[src/rtl/hex_printer_pkg.sv]
// Shared constants for the hex printer: FSM state encoding and ASCII codes.
// Latency: n/a (package only).
// Backpressure: n/a (package only).
package hex_printer_pkg;

  // FSM state encoding
  localparam logic [1:0] ST_IDLE  = 2'd0;
  localparam logic [1:0] ST_DIGIT = 2'd1;
  localparam logic [1:0] ST_TERM  = 2'd2;

  // ASCII characters emitted by the printer
  localparam logic [7:0] ASC_CR = 8'h0D;
  localparam logic [7:0] ASC_LF = 8'h0A;
  localparam logic [7:0] ASC_SP = 8'h20;
  localparam logic [7:0] ASC_0  = 8'h30;
  localparam logic [7:0] ASC_A  = 8'h41;

endpackage

[src/rtl/hex_printer_if.sv]
// Word-in / character-out handshake bundle of the hex printer.
// Latency: n/a (wiring only).
// Backpressure: valid/ready on both the word port and the character port.
interface hex_printer_if;
  logic [31:0] din;
  logic        nl;
  logic        vld_in;
  logic        rdy_in;
  logic [7:0]  d_tx;
  logic        vld_tx;
  logic        rdy_tx;
  logic        busy;

  // word producer and character consumer side
  modport master (
    output din, nl, vld_in, rdy_tx,
    input  rdy_in, d_tx, vld_tx, busy
  );

  // printer side
  modport slave (
    input  din, nl, vld_in, rdy_tx,
    output rdy_in, d_tx, vld_tx, busy
  );
endinterface

[src/rtl/hex_printer_hex2ascii.sv]
// Maps one nibble to its uppercase ASCII hex digit.
// Latency: combinational.
// Backpressure: none.
module hex2ascii
  import hex_printer_pkg::*;
(
  input  logic [3:0] nib_i,
  output logic [7:0] asc_o
);

  // 0..9 count up from '0', 10..15 count up from 'A'
  always_comb begin
    if (nib_i < 4'd10) asc_o = ASC_0 + {4'd0, nib_i};
    else               asc_o = ASC_A + {4'd0, nib_i} - 8'd10;
  end

endmodule

[src/rtl/hex_printer.sv]
// Prints a latched word as DIGITS uppercase hex characters followed by CR LF or a space.
// Latency: first character valid 1 cycle after the word is accepted.
// Backpressure: holds d_tx/vld_tx while rdy_tx is low; rdy_in low for the whole print.
module hex_printer
  import hex_printer_pkg::*;
#(
  parameter int DIGITS = 8
) (
  input  logic          clk,
  input  logic          rst,
  hex_printer_if.slave  bus
);

  localparam int CW = $clog2(DIGITS + 2);
  localparam int WW = 4 * DIGITS;

  // cnt_q walks the digits 0..DIGITS-1, then DIGITS (CR or SP) and DIGITS+1 (LF)
  logic [1:0]    state_q, state_d;
  logic [CW-1:0] cnt_q, cnt_d;
  logic [WW:0]   data_q, data_d;   // {nl, word}
  logic [3:0]    nib;
  logic [7:0]    nib_asc;
  logic          nl_q;
  logic          unused_din;

  assign nl_q       = data_q[WW];
  assign unused_din = ^bus.din;

  // pick the nibble at the counter position, most-significant nibble first
  always_comb begin
    nib = 4'd0;
    for (int i = 0; i < DIGITS; i++) begin
      if (cnt_q == CW'(i)) nib = data_q[4*(DIGITS-1-i) +: 4];
    end
  end

  hex2ascii u_hex2ascii (
    .nib_i (nib),
    .asc_o (nib_asc)
  );

  // next-state: accept in IDLE, step one character per accepted transfer
  always_comb begin
    state_d = state_q;
    cnt_d   = cnt_q;
    data_d  = data_q;
    case (state_q)
      ST_IDLE: begin
        if (bus.vld_in) begin
          data_d  = {bus.nl, bus.din[WW-1:0]};
          cnt_d   = '0;
          state_d = ST_DIGIT;
        end
      end
      ST_DIGIT: begin
        if (bus.rdy_tx) begin
          cnt_d = cnt_q + 1'b1;
          if (cnt_q == CW'(DIGITS - 1)) state_d = ST_TERM;
        end
      end
      ST_TERM: begin
        if (bus.rdy_tx) begin
          if (nl_q && (cnt_q == CW'(DIGITS))) begin
            cnt_d = cnt_q + 1'b1;
          end else begin
            cnt_d   = '0;
            state_d = ST_IDLE;
          end
        end
      end
      default: begin
        cnt_d   = '0;
        state_d = ST_IDLE;
      end
    endcase
  end

  // state registers; reset aborts any word in flight
  always_ff @(posedge clk or posedge rst) begin
    if (rst) begin
      state_q <= ST_IDLE;
      cnt_q   <= '0;
      data_q  <= '0;
    end else begin
      state_q <= state_d;
      cnt_q   <= cnt_d;
      data_q  <= data_d;
    end
  end

  // outputs decoded from state only, so they hold steady through a stall
  always_comb begin
    bus.vld_tx = (state_q != ST_IDLE);
    bus.busy   = (state_q != ST_IDLE);
    bus.rdy_in = (state_q == ST_IDLE) && !rst;
    case (state_q)
      ST_DIGIT: bus.d_tx = nib_asc;
      ST_TERM:  bus.d_tx = nl_q ? ((cnt_q == CW'(DIGITS)) ? ASC_CR : ASC_LF) : ASC_SP;
      default:  bus.d_tx = 8'h00;
    endcase
  end

endmodule

[src/flat_wrapper.sv]
// flat-port wrapper written by rule: the top's interface ports become plain ports
module hex_printer_flat import hex_printer_pkg::*;
#(
  parameter int DIGITS = 8
)
  (clk, rst, bus_din, bus_nl, bus_vld_in, bus_rdy_tx, bus_rdy_in, bus_d_tx, bus_vld_tx, bus_busy);
  hex_printer_if bus_i ();
  input  logic clk;
  input  logic rst;
  input wire logic [$bits(bus_i.din)-1:0] bus_din;
  input wire logic [$bits(bus_i.nl)-1:0] bus_nl;
  input wire logic [$bits(bus_i.vld_in)-1:0] bus_vld_in;
  input wire logic [$bits(bus_i.rdy_tx)-1:0] bus_rdy_tx;
  output wire logic [$bits(bus_i.rdy_in)-1:0] bus_rdy_in;
  output wire logic [$bits(bus_i.d_tx)-1:0] bus_d_tx;
  output wire logic [$bits(bus_i.vld_tx)-1:0] bus_vld_tx;
  output wire logic [$bits(bus_i.busy)-1:0] bus_busy;
  assign bus_i.din = bus_din;
  assign bus_i.nl = bus_nl;
  assign bus_i.vld_in = bus_vld_in;
  assign bus_i.rdy_tx = bus_rdy_tx;
  assign bus_rdy_in = bus_i.rdy_in;
  assign bus_d_tx = bus_i.d_tx;
  assign bus_vld_tx = bus_i.vld_tx;
  assign bus_busy = bus_i.busy;
  hex_printer #(.DIGITS(DIGITS)) u_core (.clk(clk), .rst(rst), .bus(bus_i));
endmodule
[config.mk]
export PLATFORM = sky130hd
export DESIGN_NAME = hex_printer_flat
export DESIGN_NICKNAME = d
export VERILOG_FILES = /design/src/rtl/hex_printer_pkg.sv /design/src/rtl/hex_printer_if.sv /design/src/rtl/hex_printer_hex2ascii.sv /design/src/rtl/hex_printer.sv /design/src/flat_wrapper.sv
export SDC_FILE = /design/constraint.sdc
export NUM_CORES = 1
export LEC_CHECK = 0
export CAP_MARGIN = 20
export CORE_ASPECT_RATIO = 0.6
export CORE_UTILIZATION = 46
export DETAILED_ROUTE_END_ITERATION = 16
export PLACE_DENSITY_LB_ADDON = 0.08
export REMOVE_ABC_BUFFERS = 1
export SKIP_CTS_REPAIR_TIMING = 1
export SKIP_LAST_GASP = 1
export SLEW_MARGIN = 30
export SYNTH_ARGS = -nofsm -noshare
export SYNTH_HDL_FRONTEND = slang
export SYNTH_SLANG_ARGS = --single-unit
[constraint.sdc]
create_clock -name clk -period 3.01 [get_ports clk]
set_clock_uncertainty 0.15 [all_clocks]
set_input_delay 0.7525 -clock clk [delete_from_list [all_inputs] [get_ports clk]]
set_output_delay 0.7525 -clock clk [all_outputs]
set_load 0.02 [all_outputs]
Word-level counts from Yosys, hierarchy flattened
Cells that the tools add are included.
{"block": "op_classes", "n_addsub": 4, "order_cmp": 1, "n_eq_ne": 15, "mux": 23, "reduce_logical": 9}
{"op": "two-way mux 4 bit", "n": 12}
{"op": "equality test 4 x 3 -> 1 bit (second input constant)", "n": 4}
{"op": "two-way mux 8 bit", "n": 2}
{"op": "one-hot mux 8 bit (2 select lines)", "n": 1}
{"op": "one-hot mux 4 bit (3 select lines)", "n": 1}
{"op": "two-way mux 2 bit", "n": 5}
{"op": "adder 7 x 4 -> 8 bit (first input constant)", "n": 1}
{"op": "equality test 4 x 2 -> 1 bit (second input constant)", "n": 2}
{"op": "inequality test 2 bit (second input constant)", "n": 4}
{"op": "subtractor 8 x 4 -> 8 bit (second input constant)", "n": 1}
{"op": "adder 6 x 4 -> 7 bit (first input constant)", "n": 1}
{"op": "one-hot mux 2 bit (3 select lines)", "n": 1}
{"op": "AND reduction 5 bit", "n": 1}
{"op": "adder 4 x 1 -> 4 bit (second input constant)", "n": 1}
{"op": "equality test 4 x 1 -> 1 bit (second input constant)", "n": 1}
{"op": "equality test 4 bit (second input constant)", "n": 1}
{"op": "logical NOT 4 bit", "n": 1}
{"op": "less-than comparator 4 bit (second input constant)", "n": 1}
{"op": "two-way mux 3 bit", "n": 1}
{"op": "AND reduction 3 bit", "n": 1}
{"op": "equality test 2 x 1 -> 1 bit (second input constant)", "n": 1}
{"op": "equality test 2 bit (second input constant)", "n": 1}
{"op": "logical AND 1 bit", "n": 2}
{"op": "logical NOT 2 bit", "n": 1}
{"op": "4 further kinds", "n": 4}
{"block": "word_totals", "reg_bits": 39, "in_bits": 37, "out_inout_bits": 11, "wordCells": 55}

Depth between registers and ports, before layout
{"block": "depth", "ltp_word": 13, "mapped_depth": 10, "ltp_nobuf": 9}

Cells and area by module
Synthesis repeated with hierarchy kept, for this count alone.
{"block": "hier_totals", "hier_cells": 203, "hier_area_um2": 2245.9}
{"module": "hex_printer", "n_inst": 1, "cells_per_inst": 187, "area_each_um2": 2140.8, "seq_area_each_um2": 975.9}
{"module": "hex2ascii", "n_inst": 1, "cells_per_inst": 16, "area_each_um2": 105.1, "seq_area_each_um2": 0.0}

Least setup slack after synthesis
OpenSTA, ideal clock, no wires.
{"block": "synth_timing", "kind": "register to output", "startpoint": "reg u_core.cnt_q[0]", "endpoint": "out bus_d_tx[2]", "arrival_time_ns": 2.395, "setup_slack_ns": -0.288, "stages_incl_launch_ff": 10, "path_cell_list": "dfrtp_1 inv_1 ha_1 nor2_1 a21oi_1 a311o_2 nand2_1 ha_1 nand2_1 o311ai_1"}
{"block": "synth_via", "elab_chain_cells": 13, "elab_cells_between_ends": 25, "classes_between": "add/sub (3); order compare (1); eq/ne (8); mux (12); reduce/logical (1)"}
{"item": "from (decl)", "line": "hex_printer.sv:19", "source": "logic [CW-1:0] cnt_q, cnt_d;"}
{"item": "from (signal assigned)", "line": "hex_printer.sv:86", "source": "cnt_q <= cnt_d;"}
{"item": "logical NOT 4 bit", "line": "hex_printer.sv:33", "source": "if (cnt_q == CW'(i)) nib = data_q[4*(DIGITS-1-i) +: 4];"}
{"item": "two-way mux 4 bit (8 in a row)", "line": "hex_printer.sv:33"}
{"item": "adder 7 x 4 -> 8 bit", "line": "hex_printer_hex2ascii.sv:14", "source": "else asc_o = ASC_A + {4'd0, nib_i} - 8'd10;"}
{"item": "subtractor 8 x 4 -> 8 bit", "line": "hex_printer_hex2ascii.sv:14"}
{"item": "two-way mux 8 bit", "line": "hex_printer_hex2ascii.sv:13", "source": "if (nib_i < 4'd10) asc_o = ASC_0 + {4'd0, nib_i};"}
{"item": "one-hot mux 8 bit (2 select lines) *", "line": "hex_printer.sv:96", "source": "case (state_q)"}
{"item": "to (decl)", "line": "flat_wrapper.sv:15", "source": "output wire logic [$bits(bus_i.d_tx)-1:0] bus_d_tx;"}
Mark *: on every way between the ends. The rest lies on a longest branch, timed or not.

Worst setup path after layout
{"block": "layout_timing", "startpoint": "reg u_core.cnt_q[0]", "endpoint": "out bus_d_tx[0]"}
The elaborated chain is that of the path after synthesis.

==> qor.yml <==
routing:
  iteration_0_drc_markers: 108
  route.antenna.remaining_nets: 0
  vias: 1916
  avgViaCountPerCell: 5.43
  drt_pre_antenna_iters: 4
  detail_route.wl_per_cell_um: 15.2
  wirelength_mm: 5.35
  drc: 0
layout:
  sequential_cell_area_sq_um: 978
  commonest_non_fill_non_tap_cell_in_the_layout: "clkdlybuf4s50_1"
  drive_gt1_share_pct: 43.4
  area_growth_pct: 45.0
  final_net_count: 335
  commonest_non_fill_non_tap_cells_in_the_layout: "clkdlybuf4s50_1 (39), buf_4 (38), dfrtp_1 (37)"
  num-fill-cells: 342
  n_antenna_cell: 0
  combined_area_of_the_multi_input_logic_cells_sq_um: 1290
synthesis:
  ys.flop_type: "dfrtp_1"
  postSynthAreaPerCell_sq_um: 10.7
  postSynthCellCount: 208
  synth-async-reset-ratio_pct: 100
  synth-seq-cells: 39
  ys_warn_count: 0
  netlist_area_sq_um: 2220
  number_of_flops_mapped_to_enable_cells_by_yosys: 0
  synthDistinctLibCells: 49
  synth_seq_area_share_pct: 44.0
critical_path:
  r2r_end: "u_core.cnt_q[2]"
  reg2reg_setup_slack_ns: 0.72
  crit_path_start: "u_core.cnt_q[0]"
  timing.rr.start: "u_core.cnt_q[1]"
  endpoint_kind: "output port"
  timing.reg2reg.worst_path_depth: 9
  worstPathRequired_ns: 2.11
  worst_path_arrival_ns: 2.59
  criticalPathCategory: "register to output port"
  timing.critical_path.fanout_max: 6
  start_kind: "register"
  cp-endpoint: "bus_d_tx[0]"
global_route:
  antenna_found_initial: 0
  maximum_number_of_pins_on_one_net_before_global_route_repair: 40
  vias_in_the_first_global_route: 1716
  global_router_s_overall_resource_usage_pct: 20.5
  global_route.overflow_total: 0
  grt_pass1_wl_mm: 8.10
clock_tree:
  clock_sink_count: 39
  cts_buffer_depth: 2
  clkSlewWorstSetupHoldPaths_ns: 0.07
  cts_tree: "done"
  cts.root.buffer_cell: "clkbuf_8"
  ctsHtreeMaxLevel: 2
  num_cts_buffers: 5
  worstSkewPairLatency_ns: 0.29
sta:
  finalHoldViolCount: 0
  worst_pin_slew_ns: 0.511
  slew_violations: 0
  finalSetupTns_ns: -2.61
  clock_period_minus_worst_slack_ns: 3.49
  slew_headroom_pct: 65.9
  fin_ws_ns: -0.479
  fmax_ghz: 0.287
  final_min_period_over_clock_period_pct: 116
  setup_viol: 7
  grt_setup_unrepaired: "true"
floorplanning:
  ios: 48
  placeableCoreArea_sq_um: 4610
  fp-row-count: 19
  floorplan.initialDensity_pct: 48.1
  fp.dieW_um: 91.6
  die_area_sq_um: 5110
  die_h_um: 55.8
outcome:
  outcome: "finished, violations left"
  violated_checks: "negative setup slack"
worst_hold_path:
  holdCritStartpoint: "u_core.data_q[11]"
  hold_path_class: "register to register"
power:
  vdd_drop_max_uv: 446
  power.total_uw: 3120
  leak_uw: 0.00137
  power.density_cell_area_nw_per_um2: 971
placed_design:
  io_buffer_count: 46
  routabilityCongestion: 0.800
  placed_wire_length_estimate_after_detailed_placement_mm: 3.75
flow_run:
  drv.max_cap_violation_count: 0
## state kept, by name, summed over array words and instances (netlist names)
register and flops:
u_core.state_q 2, u_core.cnt_q 4, u_core.data_q 33
## cell families after synthesis
family	share of synthesized area, %
buffers and inverters	4.97
other	0.169
AOI/OAI and AO/OA	16.1
DFF	44.0
adders and majority gates	5.08
and+or+nand+nor	12.9
muxes	16.8
## critical path: stages (launching register included)
cell       delay, ns
dfrtp_2         0.47
buf_6           0.14
ha_4            0.18
buf_6           0.12
nand2_4         0.04
a21oi_2         0.04
a311o_2         0.41
buf_6           0.14
o2bb2ai_4       0.14
nor3b_2         0.15
o31ai_1         0.23
buf_2           0.21
## final cells by class
cell class | count | area share (%)
multi-input combinational | 149 | 40.3
sequential | 39 | 30.4
timing repair buffer | 84 | 22.9
tap | 63 | 2.45
clock buffer | 6 | 2.26
inverter | 10 | 1.32
clock inverter | 2 | 0.389
## where the power goes
part	internal [uW]	total (uW)	switching [uW]
Combinational	981	1840	858
Sequential	769	939	170
Clock	162	343	181
## worst min-delay path by stage
stage | endpoint | slack [ns] | depth (start not counted)
after floorplan | u_core.data_q[14] | 0.32 | 1
after global placement | u_core.data_q[11] | 0.34 | 1
after detailed placement | u_core.data_q[22] | 0.34 | 1
after CTS | u_core.data_q[11] | 0.36 | 1
after global routing | u_core.data_q[24] | 0.37 | 1
final | u_core.data_q[11] | 0.36 | 1
## cells in the mapped netlist, types with 3 or more instances
master,instances,area share [%]
buf_1,3,0.51
o21ai_0,8,1.8
nor2_1,10,1.7
ha_1,9,5.1
nand3_1,3,0.68
nand2_1,24,4.1
nor2b_1,3,0.85
mux2_2,33,17
inv_1,10,1.7
dfrtp_1,39,44
o22ai_1,3,0.85
o211ai_1,3,1.0
a21oi_1,9,2.0
## metrics by stage
step                hold WS [ns]  setup slack [ns]  area [sq um]  instances  utilization, %
floorplan                  0.322            -0.290          2140        198               -
global placement           0.340            -0.629          2920        339            63.4
detailed placement         0.344            -0.668          2920        339            63.4
CTS                        0.363            -0.995          3010        347            65.2
global route               0.374            -0.614          3220        353            69.7
finish                     0.358            -0.479          3220        353            69.7
## routing by layer
metal	up-vias	GRT usage, %	routed length, um
li1	903	-	-
met1	940	31.5	2570
met2	69	28.8	2460
met3	4	5.46	306
met4	0	4.54	21
met5	-	0	0
(Power assumes the default switching activity.)
